==> config.mk <==
export PLATFORM = sky130hd
export DESIGN_NAME = conv_pixel_engine_flat
export DESIGN_NICKNAME = d
export VERILOG_FILES = /design/src/rtl/conv_pixel_engine_pkg.sv /design/src/rtl/conv_pixel_engine_if.sv /design/src/rtl/conv_pixel_engine_post.sv /design/src/rtl/conv_pixel_engine.sv /design/src/flat_wrapper.sv
export SDC_FILE = /design/constraint.sdc
export NUM_CORES = 2
export LEC_CHECK = 0
export CAP_MARGIN = 25
export CORE_MARGIN = 5
export CORE_UTILIZATION = 26
export CTS_BUF_LIST = sky130_fd_sc_hd__clkbuf_16
export DETAILED_ROUTE_END_ITERATION = 10
export HOLD_SLACK_MARGIN = 0.05
export SYNTH_ARGS = -nofsm -noshare
export SYNTH_HDL_FRONTEND = slang
export SYNTH_SLANG_ARGS = --single-unit
export TNS_END_PERCENT = 30
==> constraint.sdc <==
create_clock -name clk -period 24.2 [get_ports clk]
set_input_delay 4.84 -clock clk [delete_from_list [all_inputs] [get_ports clk]]
set_output_delay 4.84 -clock clk [all_outputs]
set_load 0.02 [all_outputs]
==> src/rtl/conv_pixel_engine_pkg.sv <==
// Shared types, widths and arithmetic helpers for the conv pixel engine.
// Holds the accumulator width default, the FSM state enum, LeakyReLU and int8 requantisation.
package conv_pixel_engine_pkg;

   localparam int ACC_W       = 32;
   localparam int SCALE_Q     = 16;
   localparam int LEAKY_SHIFT = 3;
   localparam int SCALE_W     = 16;
   localparam int RQ_W        = 48;

   localparam logic signed [RQ_W-1:0] RQ_HALF = RQ_W'(1) << (SCALE_Q - 1);
   localparam logic signed [RQ_W-1:0] SAT_MAX = 127;
   localparam logic signed [RQ_W-1:0] SAT_MIN = -128;

   typedef enum logic [2:0] {
      ST_IDLE,
      ST_MAC,
      ST_DRAIN,
      ST_POST,
      ST_REQ,
      ST_OUT,
      ST_DONE
   } state_e;

   // Negative inputs use an arithmetic shift, so the result rounds toward minus infinity.
   function automatic logic signed [ACC_W-1:0] leaky_shift(input logic signed [ACC_W-1:0] x);
      return x[ACC_W-1] ? (x >>> LEAKY_SHIFT) : x;
   endfunction

   function automatic logic signed [7:0] requant_sat_int8(input logic signed [ACC_W-1:0] y,
                                                         input logic [SCALE_W-1:0]   scale);
      logic signed [RQ_W-1:0] y_ext;
      logic signed [RQ_W-1:0] s_ext;
      logic signed [RQ_W-1:0] t;
      logic signed [RQ_W-1:0] sh;
      y_ext = {{(RQ_W-ACC_W){y[ACC_W-1]}}, y};
      s_ext = {{(RQ_W-SCALE_W){1'b0}}, scale};
      t     = y_ext * s_ext + RQ_HALF;
      sh    = t >>> SCALE_Q;
      if (sh > SAT_MAX) begin
         return 8'sd127;
      end
      if (sh < SAT_MIN) begin
         return -8'sd128;
      end
      return 8'(sh);
   endfunction

endpackage

==> src/rtl/conv_pixel_engine_if.sv <==
// Config, operand-fetch and result-stream bundle of the conv pixel engine.
// The master modport is the engine side; the slave modport is memories plus consumer.
interface conv_pixel_engine_if
   import conv_pixel_engine_pkg::*;
#(
   parameter int MAX_CH   = 4,
   parameter int MAX_MACS = 288
);
   localparam int NCH_W  = $clog2(MAX_CH + 1);
   localparam int NMAC_W = $clog2(MAX_MACS + 1);
   localparam int CH_W   = (MAX_CH > 1) ? $clog2(MAX_CH) : 1;
   localparam int ADDR_W = (MAX_MACS > 1) ? $clog2(MAX_MACS) : 1;

   logic                     start;
   logic [NCH_W-1:0]         num_ch;
   logic [NMAC_W-1:0]        num_macs;
   logic [SCALE_W-1:0]       scale;
   logic [ADDR_W-1:0]        act_addr;
   logic signed [7:0]        act_rdata;
   logic [CH_W-1:0]          w_ch;
   logic [ADDR_W-1:0]        w_addr;
   logic signed [7:0]        w_rdata;
   logic signed [ACC_W-1:0]  bias_rdata;
   logic                     out_valid;
   logic                     out_ready;
   logic signed [7:0]        out_data;
   logic [CH_W-1:0]          out_ch;
   logic                     busy;
   logic                     done;
   logic                     cfg_err;

   modport master (
      input  start, num_ch, num_macs, scale, act_rdata, w_rdata, bias_rdata, out_ready,
      output act_addr, w_ch, w_addr, out_valid, out_data, out_ch, busy, done, cfg_err
   );

   modport slave (
      output start, num_ch, num_macs, scale, act_rdata, w_rdata, bias_rdata, out_ready,
      input  act_addr, w_ch, w_addr, out_valid, out_data, out_ch, busy, done, cfg_err
   );

endinterface

==> src/rtl/conv_pixel_engine_post.sv <==
// Post-accumulation pipeline: bias + LeakyReLU register, then requantise-to-int8 register.
module pixel_post
   import conv_pixel_engine_pkg::*;
(
   input  logic                    clk,
   input  logic                    rst,
   input  logic                    post_en,
   input  logic                    req_en,
   input  logic signed [ACC_W-1:0] acc,
   input  logic signed [ACC_W-1:0] bias,
   input  logic [SCALE_W-1:0]      scale,
   output logic signed [7:0]       res
);

   logic signed [ACC_W-1:0] y_q, y_d;
   logic signed [7:0]       r_q, r_d;

   always_comb begin
      y_d = y_q;
      r_d = r_q;
      if (post_en) begin
         y_d = leaky_shift(acc + bias);
      end
      if (req_en) begin
         r_d = requant_sat_int8(y_q, scale);
      end
   end

   always_ff @(posedge clk) begin
      if (rst) begin
         y_q <= '0;
         r_q <= '0;
      end else begin
         y_q <= y_d;
         r_q <= r_d;
      end
   end

   assign res = r_q;

endmodule

==> src/rtl/conv_pixel_engine.sv <==
// One output pixel over num_ch channels: one int8 MAC per cycle, then bias, LeakyReLU and
// int8 requantisation, with each channel's result handed out on a valid/ready stream.
module conv_pixel_engine
   import conv_pixel_engine_pkg::*;
#(
   parameter int MAX_CH   = 4,
   parameter int MAX_MACS = 288
)
(
   input  logic                  clk,
   input  logic                  rst,
   conv_pixel_engine_if.master   bus
);

   localparam int NCH_W  = $clog2(MAX_CH + 1);
   localparam int NMAC_W = $clog2(MAX_MACS + 1);
   localparam int CH_W   = (MAX_CH > 1) ? $clog2(MAX_CH) : 1;
   localparam int ADDR_W = (MAX_MACS > 1) ? $clog2(MAX_MACS) : 1;

   state_e                  state_q, state_d;
   logic [CH_W-1:0]         ch_q, ch_d;
   logic [ADDR_W-1:0]       mac_cnt_q, mac_cnt_d;
   logic [NCH_W-1:0]        num_ch_q, num_ch_d;
   logic [NMAC_W-1:0]       num_macs_q, num_macs_d;
   logic [SCALE_W-1:0]      scale_q, scale_d;
   logic signed [ACC_W-1:0] acc_q, acc_d;
   logic                    acc_en_q, acc_en_d;
   logic                    out_valid_q, out_valid_d;
   logic signed [7:0]       out_data_q, out_data_d;
   logic [CH_W-1:0]         out_ch_q, out_ch_d;
   logic                    cfg_err_q, cfg_err_d;

   logic signed [7:0]       post_res;
   logic signed [15:0]      prod;
   logic                    cfg_ok;
   logic                    last_mac;
   logic                    last_ch;
   logic                    handshake;

   always_comb begin
      cfg_ok    = (bus.num_ch != '0) && (bus.num_ch <= NCH_W'(MAX_CH)) &&
                  (bus.num_macs != '0) && (bus.num_macs <= NMAC_W'(MAX_MACS));
      last_mac  = (NMAC_W'(mac_cnt_q) == (num_macs_q - NMAC_W'(1)));
      last_ch   = (NCH_W'(ch_q) == (num_ch_q - NCH_W'(1)));
      handshake = out_valid_q && bus.out_ready;
      prod      = bus.w_rdata * bus.act_rdata;
   end

   always_ff @(posedge clk) begin
      if (rst) begin
         state_q <= ST_IDLE;
      end else begin
         state_q <= state_d;
      end
   end

   always_comb begin
      state_d = state_q;
      case (state_q)
         ST_IDLE:  if (bus.start && cfg_ok) state_d = ST_MAC;
         ST_MAC:   if (last_mac) state_d = ST_DRAIN;
         ST_DRAIN: state_d = ST_POST;
         ST_POST:  state_d = ST_REQ;
         ST_REQ:   state_d = ST_OUT;
         ST_OUT:   if (handshake) state_d = last_ch ? ST_DONE : ST_MAC;
         ST_DONE:  state_d = ST_IDLE;
         default:  state_d = ST_IDLE;
      endcase
   end

   // Read data trails its address by one cycle, so acc_en_q marks the cycles carrying a product.
   always_comb begin
      ch_d        = ch_q;
      mac_cnt_d   = mac_cnt_q;
      num_ch_d    = num_ch_q;
      num_macs_d  = num_macs_q;
      scale_d     = scale_q;
      acc_d       = acc_q;
      acc_en_d    = (state_q == ST_MAC);
      out_valid_d = (state_q == ST_OUT) && !handshake;
      out_data_d  = out_data_q;
      out_ch_d    = out_ch_q;
      cfg_err_d   = 1'b0;

      if (state_q == ST_IDLE && bus.start) begin
         if (cfg_ok) begin
            num_ch_d   = bus.num_ch;
            num_macs_d = bus.num_macs;
            scale_d    = bus.scale;
            ch_d       = '0;
         end else begin
            cfg_err_d  = 1'b1;
         end
      end

      if (acc_en_q) begin
         acc_d = acc_q + ACC_W'(prod);
      end

      if (state_d == ST_MAC && state_q != ST_MAC) begin
         mac_cnt_d = '0;
         acc_d     = '0;
      end else if (state_q == ST_MAC && !last_mac) begin
         mac_cnt_d = mac_cnt_q + ADDR_W'(1);
      end

      if (state_q == ST_OUT && !out_valid_q) begin
         out_data_d = post_res;
         out_ch_d   = ch_q;
      end

      if (state_q == ST_OUT && handshake && !last_ch) begin
         ch_d = ch_q + CH_W'(1);
      end
   end

   always_ff @(posedge clk) begin
      if (rst) begin
         ch_q        <= '0;
         mac_cnt_q   <= '0;
         num_ch_q    <= '0;
         num_macs_q  <= '0;
         scale_q     <= '0;
         acc_q       <= '0;
         acc_en_q    <= 1'b0;
         out_valid_q <= 1'b0;
         out_data_q  <= '0;
         out_ch_q    <= '0;
         cfg_err_q   <= 1'b0;
      end else begin
         ch_q        <= ch_d;
         mac_cnt_q   <= mac_cnt_d;
         num_ch_q    <= num_ch_d;
         num_macs_q  <= num_macs_d;
         scale_q     <= scale_d;
         acc_q       <= acc_d;
         acc_en_q    <= acc_en_d;
         out_valid_q <= out_valid_d;
         out_data_q  <= out_data_d;
         out_ch_q    <= out_ch_d;
         cfg_err_q   <= cfg_err_d;
      end
   end

   pixel_post u_post (
      .clk     (clk),
      .rst     (rst),
      .post_en (state_q == ST_POST),
      .req_en  (state_q == ST_REQ),
      .acc     (acc_q),
      .bias    (bus.bias_rdata),
      .scale   (scale_q),
      .res     (post_res)
   );

   always_comb begin
      bus.act_addr  = mac_cnt_q;
      bus.w_addr    = mac_cnt_q;
      bus.w_ch      = ch_q;
      bus.out_valid = out_valid_q;
      bus.out_data  = out_data_q;
      bus.out_ch    = out_ch_q;
      bus.busy      = (state_q != ST_IDLE);
      bus.done      = (state_q == ST_DONE);
      bus.cfg_err   = cfg_err_q;
   end

endmodule

==> src/flat_wrapper.sv <==
// flat-port wrapper written by rule: the top's interface ports become plain ports
module conv_pixel_engine_flat import conv_pixel_engine_pkg::*;
#(
   parameter int MAX_CH   = 4,
   parameter int MAX_MACS = 288
)
  (clk, rst, bus_start, bus_num_ch, bus_num_macs, bus_scale, bus_act_rdata, bus_w_rdata, bus_bias_rdata, bus_out_ready, bus_act_addr, bus_w_ch, bus_w_addr, bus_out_valid, bus_out_data, bus_out_ch, bus_busy, bus_done, bus_cfg_err);
  conv_pixel_engine_if #(.MAX_CH(MAX_CH), .MAX_MACS(MAX_MACS)) bus_i ();
  input  logic clk;
  input  logic rst;
  input wire logic [$bits(bus_i.start)-1:0] bus_start;
  input wire logic [$bits(bus_i.num_ch)-1:0] bus_num_ch;
  input wire logic [$bits(bus_i.num_macs)-1:0] bus_num_macs;
  input wire logic [$bits(bus_i.scale)-1:0] bus_scale;
  input wire logic [$bits(bus_i.act_rdata)-1:0] bus_act_rdata;
  input wire logic [$bits(bus_i.w_rdata)-1:0] bus_w_rdata;
  input wire logic [$bits(bus_i.bias_rdata)-1:0] bus_bias_rdata;
  input wire logic [$bits(bus_i.out_ready)-1:0] bus_out_ready;
  output wire logic [$bits(bus_i.act_addr)-1:0] bus_act_addr;
  output wire logic [$bits(bus_i.w_ch)-1:0] bus_w_ch;
  output wire logic [$bits(bus_i.w_addr)-1:0] bus_w_addr;
  output wire logic [$bits(bus_i.out_valid)-1:0] bus_out_valid;
  output wire logic [$bits(bus_i.out_data)-1:0] bus_out_data;
  output wire logic [$bits(bus_i.out_ch)-1:0] bus_out_ch;
  output wire logic [$bits(bus_i.busy)-1:0] bus_busy;
  output wire logic [$bits(bus_i.done)-1:0] bus_done;
  output wire logic [$bits(bus_i.cfg_err)-1:0] bus_cfg_err;
  assign bus_i.start = bus_start;
  assign bus_i.num_ch = bus_num_ch;
  assign bus_i.num_macs = bus_num_macs;
  assign bus_i.scale = bus_scale;
  assign bus_i.act_rdata = bus_act_rdata;
  assign bus_i.w_rdata = bus_w_rdata;
  assign bus_i.bias_rdata = bus_bias_rdata;
  assign bus_i.out_ready = bus_out_ready;
  assign bus_act_addr = bus_i.act_addr;
  assign bus_w_ch = bus_i.w_ch;
  assign bus_w_addr = bus_i.w_addr;
  assign bus_out_valid = bus_i.out_valid;
  assign bus_out_data = bus_i.out_data;
  assign bus_out_ch = bus_i.out_ch;
  assign bus_busy = bus_i.busy;
  assign bus_done = bus_i.done;
  assign bus_cfg_err = bus_i.cfg_err;
  conv_pixel_engine #(.MAX_CH(MAX_CH), .MAX_MACS(MAX_MACS)) u_core (.clk(clk), .rst(rst), .bus(bus_i));
endmodule
---- Word level (Yosys, flattened, before mapping) ----
Index checks and enable logic that the tools add are counted.
operators by class
  add/subtract/negate cells ............... 7
  multipliers ............................. 2
  magnitude comparators ................... 4
  equality and inequality tests ........... 10
  muxes and demuxes ....................... 19
  bitwise operators ....................... 1
  reductions and logical operators ........ 26
operators with widths
  kind                                                                   count
  48-bit by 17-bit adder with 48-bit output, second input constant       1
  32-bit by 17-bit multiplier with 48-bit output                         1
  32-bit by 16-bit adder with 32-bit output                              1
  32-bit adder                                                           1
  32-bit by 8-bit > comparator with 1-bit output, second input constant  1
  32-bit by 8-bit < comparator with 1-bit output, second input constant  1
  32-bit 2-to-1 mux                                                      1
  8-bit 2-to-1 mux                                                       4
  3-bit one-hot mux with 6 select lines                                  1
  8-bit by 8-bit multiplier with 16-bit output                           1
  1-bit logical AND                                                      12
  3-bit 2-to-1 mux                                                       4
  9-bit by 1-bit adder with 9-bit output, second input constant          1
  3-bit == test, second input constant                                   3
  9-bit == test                                                          1
  9-bit less-or-equal comparator, second input constant                  1
  9-bit nonzero test                                                     1
  9-bit by 1-bit subtractor with 9-bit output, second input constant     1
  3-bit by 1-bit == test with 1-bit output, second input constant        2
  3-bit by 2-bit == test with 1-bit output, second input constant        2
  1-bit 2-to-1 mux                                                       6
  2-bit 2-to-1 mux                                                       3
  3-bit nonzero test                                                     2
  1-bit zero test                                                        4
  other kinds (10)                                                       13
word-level totals
  bits in registers ....................... 127
  input bits .............................. 80
  output and inout port bits .............. 34
  logic and storage cells ................. 83

---- Logic depth before layout (Yosys ltp) ----
  depth after elaboration ................. 10
  mapped depth ............................ 27
  mapped depth without buffers ............ 25

---- Hierarchy ----
Synthesis repeated with hierarchy kept, for this count alone.
unflattened totals
  cells, all modules ...................... 3,521
  area total of the unflattened synthesis .. 31,181.2 um^2
by module, submodules not included
  module             instances  cells each  area an instance (um^2)  sequential area each (um^2)
  pixel_post         1          2,534       21,917.3                 800.8
  conv_pixel_engine  1          987         9,263.9                  1,741.7

---- Worst setup path before layout ----
No wires, ideal clock.
  path type ............................... input -> register
  from .................................... input port bus_act_rdata[0]
  to ...................................... register u_core.acc_q[27]
  library setup time ...................... 106 ps
  data arrival time ....................... 11,148 ps
  required time ........................... 24,094 ps
  path slack .............................. 12,946 ps
  stages .................................. 22
  buffers on the path ..................... 1
  cells stage by stage .................... clkbuf_1 nand2_1 fa_1 inv_1 fa_1 inv_1 fa_1 fa_1 inv_1 ha_1 ha_1 and3_1 and3_1 and3_1 nand3_1 a31oi_1 o21ai_0 o31ai_1 a21o_1 a21oi_1 or4b_2 o311ai_0
between the ends
  longest elaborated chain between the ends .. 2
ends and longest elaborated chain
  item                                          RTL line                  RTL
  start: declaration                            flat_wrapper.sv:15        input wire logic [$bits(bus_i.act_rdata)-1:0] bus_act_rdata;
  8-bit by 8-bit multiplier with 16-bit output  conv_pixel_engine.sv:46   prod = bus.w_rdata * bus.act_rdata;
  32-bit by 16-bit adder with 32-bit output     conv_pixel_engine.sv:97   acc_d = acc_q + ACC_W'(prod);
  end signal: assignment                        conv_pixel_engine.sv:124  acc_q <= '0;
  end signal: assignment                        conv_pixel_engine.sv:136  acc_q <= acc_d;
  end: declaration                              conv_pixel_engine.sv:26   logic signed [ACC_W-1:0] acc_q, acc_d;
No other way between the ends.
A chain may end at the register's enable or synchronous reset.

---- Worst setup path in the final report ----
  from .................................... input port bus_act_rdata[2]
  to ...................................... register u_core.acc_q[27]
The elaborated chain is that of the path after synthesis.

==> key figures <==
Pwr
  • Clock share of power: 17.0%
  • P_int: 0.000820 W
  • Logic pwr share: 67.6%
  • Sw Share: between 40 and 50%
  • Leakage: 16.6 nW
  • Flop pwr share: roughly 15%
  • Switching pwr: a little over 0.0007 W
  • Peak supply drop: slightly below 0.07 mV
  • Tot Pwr: 0.00154 W
  • Power Density: 44.9 nW/um^2

Placed design
  • Dpl ws: 12140 ps
  • PortBufs: 113
  • Post-detail-place hpwl: 65200 um
  • GP Congestion: 0.848

Drt
  • Residual DRC: 0
  • DRT Wirelength: 80800 um
  • Drt pass-1 iters: 5
  • Drt via density: 4.52
  • Final ANT Viol Nets: 0
  • Total vias in the final route: 23055
  • Routed len/inst: 15.8 um
  • 1st-iter DRT viols: 1161

Clock network
  • Clock Tree Buf Depth: 2
  • Post-CTS Hold Fix Bufs: 0
  • Clk sinks: about 130
  • Clock-pin slew on the worst setup and hold paths: 60 ps
  • Clock latency on the worst-skew pair: between 400 and 500 ps
  • TritonCTS clock tree: built
  • Clock H-tree levels: 4
  • Resize count post-CTS: 0
  • Postcts setup bufs: 0
  • CTS Buf Count: 17
  • Root Buffer: clkbuf_16

STA
  • Final setup violation count: 0
  • Setup TNS: 0 ps
  • Post-route worst setup slack: 12580 ps
  • Final Hold Viols: 0
  • Max Freq: approximately 0.086 GHz
  • Worst Skew: 12.7 ps
  • RSZ-0062 raised after global routing: false
  • Final worst-path cycle share: 48.0%
  • Worst-Margin Slew: 1040 ps
  • Post-route minimum period: 11620 ps
  • Slew Limit Fails: 0
  • Slew HR: 30.5%
  • Worst hold slack: 454 ps

Synthesis
  • Simple-gate share of the synthesized area: 17.0%
  • Cell taking the most area after synthesis: fa_1
  • Synthesized area: 31000 sq um
  • Synth top area share: 40.1%
  • Sequential share of the synthesized area: 8.21%
  • Synth cell types: 92
  • Mapped Nets: approximately 4500
  • Largest family of logic cells by synthesized area: adder cells
  • Xor/xnor share of the synthesized area: 3.03%
  • Synth area leaders: fa_1 40%, inv_1 10%, ha_1 9.8%
  • Yosys Warn Count: 0
  • Syn_area_per_cell: 8.78 sq um
  • Post-synthesis compound-gate area fraction: 8.11%
  • Adder-cell share of the synthesized area: 49.9%
  • Fraction of registers with async set/reset: 0%
  • FF+latch count, synth: 127
  • Ys flop type: dfxtp_1
  • Proportion of synthesized area in mux cells: 1.81%
  • Cells after Synth: 3527
  • Post-synth EDFFs: 0

Global routing
  • Gr usage total: 13.1%
  • Vias in the first global route: approximately 24000
  • Initial antenna violation count: 9
  • Largest net degree at the start of global routing: 54
  • First-pass GRT wire length: around 130000 um
  • Grt ovf: 0

Outcome
  • Run status: finished, final reports clean

Floorplan
  • Die area: about 130000 sq um
  • Starting Density: 26.2%
  • Io pins: 114
  • Die span in y: 355 um
  • Chip width: around 360 um
  • Rows: 126
  • Placeable core region: 118000 sq um

Setup path
  • Required @ worst endpoint: 24550 ps
  • Crit path max fanout: 14
  • Critical Path AT: between 10000 and 15000 ps
  • Worst setup SP type: input port
  • Worst Setup End Kind: register
  • Worst Path Class, Setup: in2reg

Worst hold path
  • Hold Crit Class: reg2reg

Cells and area
  • Filler Cell Count: 12618
  • Most common cell after layout, fill and taps aside: inv_1
  • Layout cell share with drive strength beyond 1: about 3%
  • Final Util: roughly 29%
  • Final net count: about 4500
  • Synth-to-Final Area Change: 10.7%
  • Highest-count cells in the layout ignoring fill and taps: 825 x inv_1, 620 x fa_1, 339 x and2_1

Flow run
  • Max-cap violation count: 0
-- routing by layer --
layer  global-route usage (%)  share of wire [%]
met5                        0              0.026
met4                     2.88                1.6
met3                     2.92                6.4
met2                     21.0                 46
met1                     18.1                 46
-- sequential cells by signal (all words and copies together), names as in the netlist, 2 cells and up --
register / flops
u_core.num_ch_q: 3
u_core.state_q: 3
u_core.num_macs_q: 9
u_core.u_post.y_q: 32
u_core.u_post.res: 8
u_core.bus.out_ch: 2
u_core.bus.out_data: 8
u_core.bus.w_ch: 2
u_core.bus.act_addr: 9
u_core.scale_q: 16
u_core.acc_q: 32
-- cell type report --
type	instances	area [sq um]	area share, %
Multi-Input combinational cell	2436	24700	72.2
Inverter	822	3090	9.00
Sequential cell	127	2550	7.43
Tap cell	1536	1920	5.61
Timing Repair Buffer	145	1390	4.05
Clock buffer	17	425	1.24
Clock inverter	15	146	0.427
Antenna cell	7	17.5	0.0511
-- final timing paths --
kind                                      startpoint                    to  slack, ps  cells after the start
worst max register to register     u_core.scale_q[8]  u_core.u_post.res[5]      16380                     22
worst min-delay path            u_core.bus.out_ch[1]  u_core.bus.out_ch[1]        450                      2
worst max-delay path                bus_act_rdata[2]      u_core.acc_q[27]      12580                     21
worst min register to register  u_core.bus.out_ch[1]  u_core.bus.out_ch[1]        450                      2
-- stage by stage --
stage          area, sq um  instances
2_1_floorplan        31000       3527
5_1_grt              34300       5099
3_5_place_dp         33700       5066
3_3_place_gp         33600       5065
4_1_cts              34200       5098
6_report             34300       5105
-- power groups by stage --
| stage | sequential (W) | combinational [W] | clock (W) |
|---|---|---|---|
| floorplan | 0.000233 | 0.000820 | 0 |
| finish | 0.000235 | 0.00104 | 0.000262 |
| detailed placement | 0.000240 | 0.00103 | 0 |
| global route | 0.000236 | 0.00120 | 0.000279 |
| CTS | 0.000235 | 0.00105 | 0.000273 |
| global placement | 0.000239 | 0.00103 | 0 |
-- cells in the mapped netlist, types with 11 or more instances --
library cell,n
o21ai_0,68
xor2_1,45
a21o_1,25
or3_1,16
a2111oi_0,11
ha_1,243
and3_1,12
and2_1,339
nand2b_1,22
a21oi_1,106
nand4_1,21
dfxtp_1,127
mux2i_1,56
o21bai_1,25
a211oi_1,21
nand3_1,40
a221oi_1,12
clkbuf_1,115
nor3_1,37
inv_1,822
xnor2_1,62
nand2_1,321
nor2_1,174
fa_1,620
nor4_1,15
-- cell families (layout without fill, tap and decap cells) --
family                     after synthesis  count (layout)
muxes                                   56              56
AOI/OAI and AO/OA                      368             368
xor gates and xnor gates               107             107
adders and majority gates              863             863
DFF                                    127             127
buffers and inverters                  964             999
and+or+nand+nor                       1042            1042
other                                    0               7
-- critical path, stage by stage --
cell             delay (ps)
clkdlybuf4s50_1         600
and2_1                  280
fa_1                    810
inv_1                   430
fa_1                    560
fa_1                    540
inv_1                    50
fa_1                    430
ha_1                    290
ha_1                    360
and3_1                  190
and3_1                  230
and3_1                  180
nand3_1                 120
a31oi_1                 280
o21ai_0                 210
o31ai_1                 560
a21o_1                  190
a21oi_1                  70
or4b_2                  600
o311ai_0                120
No activity file was read; power rests on OpenSTA's default activity.
